### config.mk
export PLATFORM = sky130hd
export DESIGN_NAME = fp_add_pipe
export DESIGN_NICKNAME = d
export VERILOG_FILES = /design/src/rtl/fp_pkg.sv /design/src/rtl/fp_norm.sv /design/src/rtl/fp_add_pipe.sv
export SDC_FILE = /design/constraint.sdc
export NUM_CORES = 1
export LEC_CHECK = 0
export CAP_MARGIN = 20
export CORE_ASPECT_RATIO = 0.6
export CORE_UTILIZATION = 54
export CTS_BUF_LIST = sky130_fd_sc_hd__clkbuf_16
export DETAILED_ROUTE_END_ITERATION = 16
export PLACE_DENSITY = 0.77
export SETUP_SLACK_MARGIN = 0.02
export SYNTH_ARGS = -nofsm -noshare
export SYNTH_HDL_FRONTEND = slang
export SYNTH_SLANG_ARGS = --single-unit
### constraint.sdc
create_clock -name clk -period 2.9 [get_ports clk]
set_clock_uncertainty 0.1 [all_clocks]
set_input_delay 0.435 -clock clk [delete_from_list [all_inputs] [get_ports clk]]
set_output_delay 0.435 -clock clk [all_outputs]
set_load 0.01 [all_outputs]
### src/rtl/fp_pkg.sv
// rtl/fp_pkg.sv - shared float format defaults, word type and helpers
package fp_pkg;

    localparam int DEF_EXP_W  = 3;
    localparam int DEF_FRAC_W = 4;
    localparam int DEF_GRD_W  = 5;

    typedef struct packed {
        logic                  s;
        logic [DEF_EXP_W-1:0]  e;
        logic [DEF_FRAC_W-1:0] f;
    } fp_t;

    localparam fp_t FP_ZERO = '{s: 1'b0, e: '0, f: '0};
    localparam fp_t FP_MAX  = '{s: 1'b0, e: '1, f: '1};

    // Zero is encoded by magnitude alone; the sign bit is ignored
    function automatic logic is_zero(input fp_t v);
        return ({v.e, v.f} == '0);
    endfunction

endpackage

### src/rtl/fp_norm.sv
// rtl/fp_norm.sv - leading-one normalise, exponent adjust, saturate/flush and pack
module fp_norm #(
    parameter  int EXP_W  = 3,
    parameter  int FRAC_W = 4,
    parameter  int GRD_W  = 5,
    localparam int MW     = FRAC_W + GRD_W + 1,
    localparam int W      = 1 + EXP_W + FRAC_W
) (
    input  logic [MW:0]      sum,
    input  logic [EXP_W-1:0] e,
    input  logic             s,
    output logic [W-1:0]     z,
    output logic             ovf,
    output logic             unf
);

    localparam int LZW = $clog2(MW);

    logic [LZW-1:0]    lz;
    logic              found;
    logic [MW-2:0]     shifted;
    logic [FRAC_W-1:0] frac_n;

    always_comb begin
        lz    = '0;
        found = 1'b0;
        for (int i = MW - 1; i >= 0; i--) begin
            if (!found && sum[i]) begin
                lz    = LZW'(MW - 1 - i);
                found = 1'b1;
            end
        end
        // Bit MW-1 is zero whenever lz > 0, so the bits under the leading one come from the low part
        shifted = sum[MW-2:0] << lz;
        frac_n  = FRAC_W'(shifted >> (MW - 1 - FRAC_W));
    end

    always_comb begin
        z   = '0;
        ovf = 1'b0;
        unf = 1'b0;
        if (|sum) begin
            if (sum[MW]) begin
                if (e == '1) begin
                    z   = {s, {EXP_W{1'b1}}, {FRAC_W{1'b1}}};
                    ovf = 1'b1;
                end else begin
                    z = {s, e + EXP_W'(1), sum[MW-1 -: FRAC_W]};
                end
            end else if (int'(lz) > int'(e)) begin
                unf = 1'b1;
            end else begin
                z = {s, EXP_W'(int'(e) - int'(lz)), frac_n};
            end
        end
    end

endmodule

### src/rtl/fp_add_pipe.sv
// rtl/fp_add_pipe.sv - 3-stage pipelined sign-magnitude float adder/subtractor
module fp_add_pipe
    import fp_pkg::*;
#(
    parameter  int EXP_W  = DEF_EXP_W,
    parameter  int FRAC_W = DEF_FRAC_W,
    parameter  int GRD_W  = DEF_GRD_W,
    localparam int W      = 1 + EXP_W + FRAC_W
) (
    input  logic         clk,
    input  logic         rst_n,
    input  logic         in_valid,
    output logic         in_ready,
    input  logic         op_sub,
    input  logic [W-1:0] x,
    input  logic [W-1:0] y,
    output logic         out_valid,
    input  logic         out_ready,
    output logic [W-1:0] z,
    output logic         ovf,
    output logic         unf
);

    localparam int MW = FRAC_W + GRD_W + 1;

    logic adv;
    assign adv      = !out_valid || out_ready;
    assign in_ready = adv;

    // S1: unpack, zero bypass, order by magnitude, align the smaller mantissa
    logic              ys, x_big, byp_n, sub_n, sb_n;
    logic [W-2:0]      mx, my;
    logic [W-1:0]      bz_n;
    logic [EXP_W-1:0]  eb, es, shift;
    logic [FRAC_W-1:0] fb, fs;
    logic [MW-1:0]     mb_n, ms_n;

    always_comb begin
        ys    = y[W-1] ^ op_sub;
        mx    = x[W-2:0];
        my    = y[W-2:0];
        byp_n = (mx == '0) || (my == '0);
        bz_n  = '0;
        if (mx != '0 && my == '0)
            bz_n = x;
        else if (mx == '0 && my != '0)
            bz_n = {ys, my};
        x_big = mx > my;
        sb_n  = x_big ? x[W-1] : ys;
        eb    = x_big ? x[W-2 -: EXP_W] : y[W-2 -: EXP_W];
        es    = x_big ? y[W-2 -: EXP_W] : x[W-2 -: EXP_W];
        fb    = x_big ? x[FRAC_W-1:0] : y[FRAC_W-1:0];
        fs    = x_big ? y[FRAC_W-1:0] : x[FRAC_W-1:0];
        shift = eb - es;
        mb_n  = {1'b1, fb, {GRD_W{1'b0}}};
        ms_n  = {1'b1, fs, {GRD_W{1'b0}}};
        if (int'(shift) >= MW)
            ms_n = '0;
        else
            ms_n = ms_n >> shift;
        sub_n = x[W-1] ^ ys;
    end

    logic             v1, byp1, s1, sub1;
    logic [W-1:0]     bz1;
    logic [EXP_W-1:0] e1;
    logic [MW-1:0]    mb1, ms1;

    always_ff @(posedge clk or negedge rst_n) begin
        if (!rst_n) begin
            v1   <= 1'b0;
            byp1 <= 1'b0;
            s1   <= 1'b0;
            sub1 <= 1'b0;
            bz1  <= '0;
            e1   <= '0;
            mb1  <= '0;
            ms1  <= '0;
        end else if (adv) begin
            v1   <= in_valid;
            byp1 <= byp_n;
            s1   <= sb_n;
            sub1 <= sub_n;
            bz1  <= bz_n;
            e1   <= eb;
            mb1  <= mb_n;
            ms1  <= ms_n;
        end
    end

    // S2: magnitude add/subtract; Big >= Small so the difference never goes negative
    logic [MW:0] sum_n;
    assign sum_n = sub1 ? ({1'b0, mb1} - {1'b0, ms1}) : ({1'b0, mb1} + {1'b0, ms1});

    logic             v2, byp2, s2;
    logic [W-1:0]     bz2;
    logic [EXP_W-1:0] e2;
    logic [MW:0]      sum2;

    always_ff @(posedge clk or negedge rst_n) begin
        if (!rst_n) begin
            v2   <= 1'b0;
            byp2 <= 1'b0;
            s2   <= 1'b0;
            bz2  <= '0;
            e2   <= '0;
            sum2 <= '0;
        end else if (adv) begin
            v2   <= v1;
            byp2 <= byp1;
            s2   <= s1;
            bz2  <= bz1;
            e2   <= e1;
            sum2 <= sum_n;
        end
    end

    // S3: normalise and pack
    logic [W-1:0] nz;
    logic         novf, nunf;

    fp_norm #(
        .EXP_W (EXP_W),
        .FRAC_W(FRAC_W),
        .GRD_W (GRD_W)
    ) u_norm (
        .sum(sum2),
        .e  (e2),
        .s  (s2),
        .z  (nz),
        .ovf(novf),
        .unf(nunf)
    );

    always_ff @(posedge clk or negedge rst_n) begin
        if (!rst_n) begin
            out_valid <= 1'b0;
            z         <= '0;
            ovf       <= 1'b0;
            unf       <= 1'b0;
        end else if (adv) begin
            out_valid <= v2;
            z         <= byp2 ? bz2 : nz;
            ovf       <= v2 && !byp2 && novf;
            unf       <= v2 && !byp2 && nunf;
        end
    end

endmodule
==> metrics.txt <==
# TYPE chip_impl_metric gauge
chip_impl_info{name="status",value="finished, violations left"} 1
chip_impl_info{name="failed_checks",value="negative setup slack"} 1
chip_impl_metric{name="syn-num-nets",unit=""} 554
chip_impl_metric{name="dpl-instance-area",unit="um^2"} 5150
chip_impl_metric{name="async_flop_share",unit=""} 1.00
chip_impl_metric{name="detail_route.iter0.violations",unit=""} 460
chip_impl_metric{name="setup_ws",unit="ns"} -0.110
chip_impl_metric{name="fp.coreArea",unit="um^2"} 7540
chip_impl_metric{name="groute.layer.met2.usage",unit=""} 0.506
chip_impl_metric{name="synth_cell_type_count",unit=""} 67
chip_impl_metric{name="arrival",unit="ns"} 3.18
chip_impl_metric{name="clock_sink_count",unit=""} 66
chip_impl_metric{name="register_area",unit="um^2"} 1660
chip_impl_metric{name="clock_tree.htree_level_count",unit=""} 3
chip_impl_metric{name="remaining_routing_drc_violations",unit=""} 0
chip_impl_metric{name="number_of_cells_after_detailed_placement",unit=""} 666
chip_impl_metric{name="viasPerCell",unit=""} 6.03
chip_impl_info{name="worstSetupEndpointType",value="flop"} 1
chip_impl_metric{name="hold-worst-slack",unit="ns"} 0.176
chip_impl_metric{name="met3_usage",unit=""} 0.0780
chip_impl_metric{name="syn_inst",unit=""} 507
chip_impl_metric{name="timing.max_slew.rel_slack",unit=""} 0.435
chip_impl_metric{name="worst_skew_pair.late_latency",unit="ns"} 0.34
chip_impl_metric{name="area_growth_syn_to_layout",unit="%"} 35.4
chip_impl_metric{name="drive_above_1_share",unit=""} 0.304
chip_impl_metric{name="postLayoutCoreUtil",unit=""} 0.786
chip_impl_metric{name="report.final.setup_viol",unit=""} 9
chip_impl_metric{name="detail_route.wl_per_cell",unit="um"} 18.7
chip_impl_metric{name="core.rowCount",unit=""} 24
chip_impl_metric{name="stdcell_area",unit="um^2"} 5920
chip_impl_metric{name="drv.max_cap_violation_count",unit=""} 0
chip_impl_info{name="critical-path-top-delay-family",value="compound AO/OA/AOI/OAI gates"} 1
chip_impl_info{name="clockRootBuffer",value="clkbuf_16"} 1
chip_impl_metric{name="dp_hpwl",unit="um"} 8390
chip_impl_metric{name="synth_seq_area_share",unit=""} 0.378
chip_impl_metric{name="finalCritPeriodShare",unit=""} 1.04
chip_impl_metric{name="power_density",unit="nW/um^2"} 971
chip_impl_metric{name="leakagePower",unit="nW"} 2.69
chip_impl_info{name="crit_path_top_delay_cell",value="o31ai_4"} 1
chip_impl_info{name="cts_tree",value="done"} 1
chip_impl_metric{name="num-nets-final",unit=""} 650
chip_impl_metric{name="first_pass_grt_wire_length",unit="um"} 20800
chip_impl_metric{name="critical_path.max_stage_delay",unit="ns"} 0.33
chip_impl_metric{name="grt.overflow.total",unit=""} 0
chip_impl_info{name="reg2reg_from",value="sum2[8]"} 1
chip_impl_metric{name="port_buffers",unit=""} 32
chip_impl_info{name="synthFlopType",value="dfrtp_1"} 1
chip_impl_metric{name="cp.buffers_inverters",unit=""} 3
chip_impl_info{name="critPathLaunch",value="y[2]"} 1
chip_impl_metric{name="route.vias.total",unit=""} 4292
chip_impl_metric{name="grt_max_degree",unit=""} 77
chip_impl_metric{name="worstMarginPinSlew",unit="ns"} 0.847
chip_impl_metric{name="groute.usage.overall",unit=""} 0.320
chip_impl_metric{name="floorplan.io_pins",unit=""} 33
chip_impl_metric{name="synthesis_warnings",unit=""} 0
chip_impl_info{name="global_route.peak_usage_layer",value="met2"} 1
chip_impl_metric{name="initial_core_util",unit=""} 0.580
chip_impl_metric{name="clk_path_buf_depth",unit=""} 2
chip_impl_metric{name="synthesis.area",unit="um^2"} 4370
chip_impl_metric{name="n_antenna_cell",unit=""} 0
chip_impl_metric{name="dieArea",unit="um^2"} 8470
chip_impl_metric{name="multi_input_comb_area",unit="um^2"} 2780
chip_impl_info{name="critical_path.cell_chain",value="clkbuf_2 -> inv_2 -> ha_4 -> a21oi_4 -> a21oi_4 -> o31ai_4 -> nor2_1 -> a21oi_2 -> ha_2 -> nor2b_4 -> a31oi_1 -> o21ai_1 -> o21a_1 -> a211oi_2 -> buf_4 -> mux2_4 -> a21oi_2"} 1
chip_impl_metric{name="irDropWorstVdd",unit="mV"} 0.572
chip_impl_metric{name="timing.fmax",unit="MHz"} 332
chip_impl_metric{name="final_period_demand_of_the_worst_path",unit="ns"} 3.01
chip_impl_info{name="worst_hold_path_type",value="primary input to async pin"} 1
chip_impl_metric{name="critical_path.max_fanout",unit=""} 6
chip_impl_metric{name="route.antenna.remaining_nets",unit=""} 0
chip_impl_metric{name="place.gp.congestion",unit=""} 0.958
chip_impl_metric{name="timing_max_transition_violations_final",unit=""} 0
chip_impl_info{name="grt_setup_unrepaired",value="yes"} 1
chip_impl_metric{name="clk_pin_slew_worst_paths",unit="ns"} 0.05
chip_impl_metric{name="routed_wirelength",unit="um"} 13300
chip_impl_metric{name="report.final.hold_viol_count",unit=""} 0
chip_impl_metric{name="floorplan.die.height",unit="um"} 71.7
chip_impl_metric{name="synth.ff_latch_count",unit=""} 66
chip_impl_metric{name="grt_pass1_vias",unit=""} 4197
chip_impl_info{name="worst_setup_path_start_kind",value="primary input"} 1
chip_impl_info{name="ws_path_type",value="primary input to flop"} 1
chip_impl_metric{name="cts_inserted_buffers",unit=""} 9
chip_impl_metric{name="met1_usage",unit=""} 0.434
chip_impl_metric{name="floorplan.die.width",unit="um"} 118
chip_impl_metric{name="synth_edf_count",unit=""} 0
chip_impl_metric{name="syn_avg_cell_area",unit="um^2"} 8.63
chip_impl_metric{name="fill_cells",unit=""} 489
chip_impl_metric{name="drtPass1Iterations",unit=""} 5
chip_impl_metric{name="worstPathRequired",unit="ns"} 3.07
chip_impl_metric{name="antenna_found_initial",unit=""} 0
chip_impl_metric{name="stdcell_count",unit=""} 712
## cells by family after synthesis
| kind of cell | after synthesis | share of synthesized area |
|---|---|---|
| adders and majority gates | 26 | 0.0778 |
| muxes | 23 | 0.0598 |
| DFF | 66 | 0.378 |
| xor gates and xnor gates | 11 | 0.0220 |
| AOI/OAI and AO/OA | 131 | 0.207 |
| and+or+nand+nor | 186 | 0.194 |
| buffers and inverters | 64 | 0.0618 |
## final cells by class
class                      count  share of cell area
clock inverter                 7              0.0118
inverter                      36              0.0237
sequential                    66               0.280
multi-input combinational    377               0.469
clock buffer                   9              0.0380
timing repair buffer         113               0.156
tap                          104              0.0220
## Yosys cell counts (all sizes together), types with 2 or more instances
| master | instances | area share |
|---|---|---|
| mux2 | 2 | 0.0060 |
| nor3 | 10 | 0.013 |
| o2bb2a | 3 | 0.0069 |
| clkbuf | 19 | 0.016 |
| nor4 | 4 | 0.011 |
| nor2b | 6 | 0.0086 |
| xor2 | 3 | 0.0060 |
| ha | 24 | 0.069 |
| a221oi | 10 | 0.025 |
| nand2 | 80 | 0.069 |
| o21bai | 4 | 0.0069 |
| o211ai | 5 | 0.0086 |
| a311oi | 3 | 0.0074 |
| o31ai | 3 | 0.0063 |
| inv | 36 | 0.031 |
| a211oi | 4 | 0.0080 |
| nand2b | 7 | 0.010 |
| a21oi | 28 | 0.033 |
| dfrtp | 66 | 0.38 |
| o21ai | 36 | 0.041 |
| or2 | 4 | 0.0057 |
| nor2 | 61 | 0.056 |
| a22o | 3 | 0.0060 |
| or4 | 4 | 0.0077 |
| mux4 | 2 | 0.010 |
| nand3b | 2 | 0.0034 |
| xnor2 | 8 | 0.016 |
| buf | 9 | 0.015 |
| o21a | 4 | 0.0069 |
| mux2i | 19 | 0.043 |
| a21o | 3 | 0.0051 |
| o22ai | 6 | 0.0086 |
| nand3 | 5 | 0.0057 |
| a31oi | 6 | 0.0086 |
| fa | 2 | 0.0092 |
## what timing repair did
action	in CTS	in global routing
setup buffers	26	6
gates cloned	0	0
setup endpoints to repair	17	19
hold endpoints to repair	0	0
pin swaps	30	32
gates resized for setup	71	52
hold buffers	0	0
## worst reg2reg max path, stage by stage (launching register included)
cell	delay [ns]
dfrtp_2	0.42
or4_4	0.58
nor2_4	0.14
a21oi_4	0.08
nor2_4	0.15
inv_2	0.06
ha_4	0.15
nor2b_1	0.11
o21ai_1	0.09
a32oi_2	0.21
a21oi_2	0.08
o21ai_1	0.18
buf_4	0.19
o211ai_1	0.15
o21a_1	0.15
## final timing paths
path / end / slack [ns] / cells past startpoint
setup reg to reg: z[5] / -0.06 / 14
min in group clk: bz2[1] / 0.37 / 2
max in group asynchronous: sum2[8] / 1.93 / 2
setup / recovery: ms1[5] / -0.11 / 17
hold reg to reg: bz2[1] / 0.37 / 2
hold / removal: ms1[7] / 0.18 / 2
## placed cells by master (no fill, tap or decap), types with 7 or more instances in the layout
cell and instances:
buf_4 76, ha_1 15, xnor2_1 8, clkbuf_16 9, nand2_1 78, mux2i_1 19, clkdlybuf4s50_1 17, a21oi_1 21
dfrtp_1 63, a221oi_1 8, inv_2 8, nor2_1 54, nor3_1 9, o21ai_0 28, inv_1 27, buf_6 9
ha_4 8, o21ai_1 7
## through the flow
stage          total power, W  TNS [ns]  worst slack [ns]
2_1_floorplan         0.00326     -3.05            -0.388
3_3_place_gp          0.00408     -6.09            -0.699
3_5_place_dp          0.00418     -7.85            -0.832
4_1_cts               0.00547         0           0.00616
5_1_grt               0.00611     -1.82            -0.209
6_report              0.00575    -0.420            -0.110
## per-layer routing
| layer | vias to the layer above | share of wire |
|---|---|---|
| met5 | - | 0 |
| met4 | 0 | 0.029 |
| met3 | 46 | 0.078 |
| met2 | 220 | 0.46 |
| met1 | 2066 | 0.43 |
| li1 | 1960 | - |
## power breakdown
group          internal, W  switching [W]  total, W
clock network     0.000661       0.000411   0.00107
logic              0.00148        0.00166   0.00314
registers          0.00125       0.000286   0.00154
## state kept, by name (all words and copies together) (netlist names), 3 cells and up
signal	cells
e1	3
ms1	10
z	8
sum2	11
bz2	8
bz1	8
mb1	5
e2	3
No activity file was read; power rests on OpenSTA's default activity.
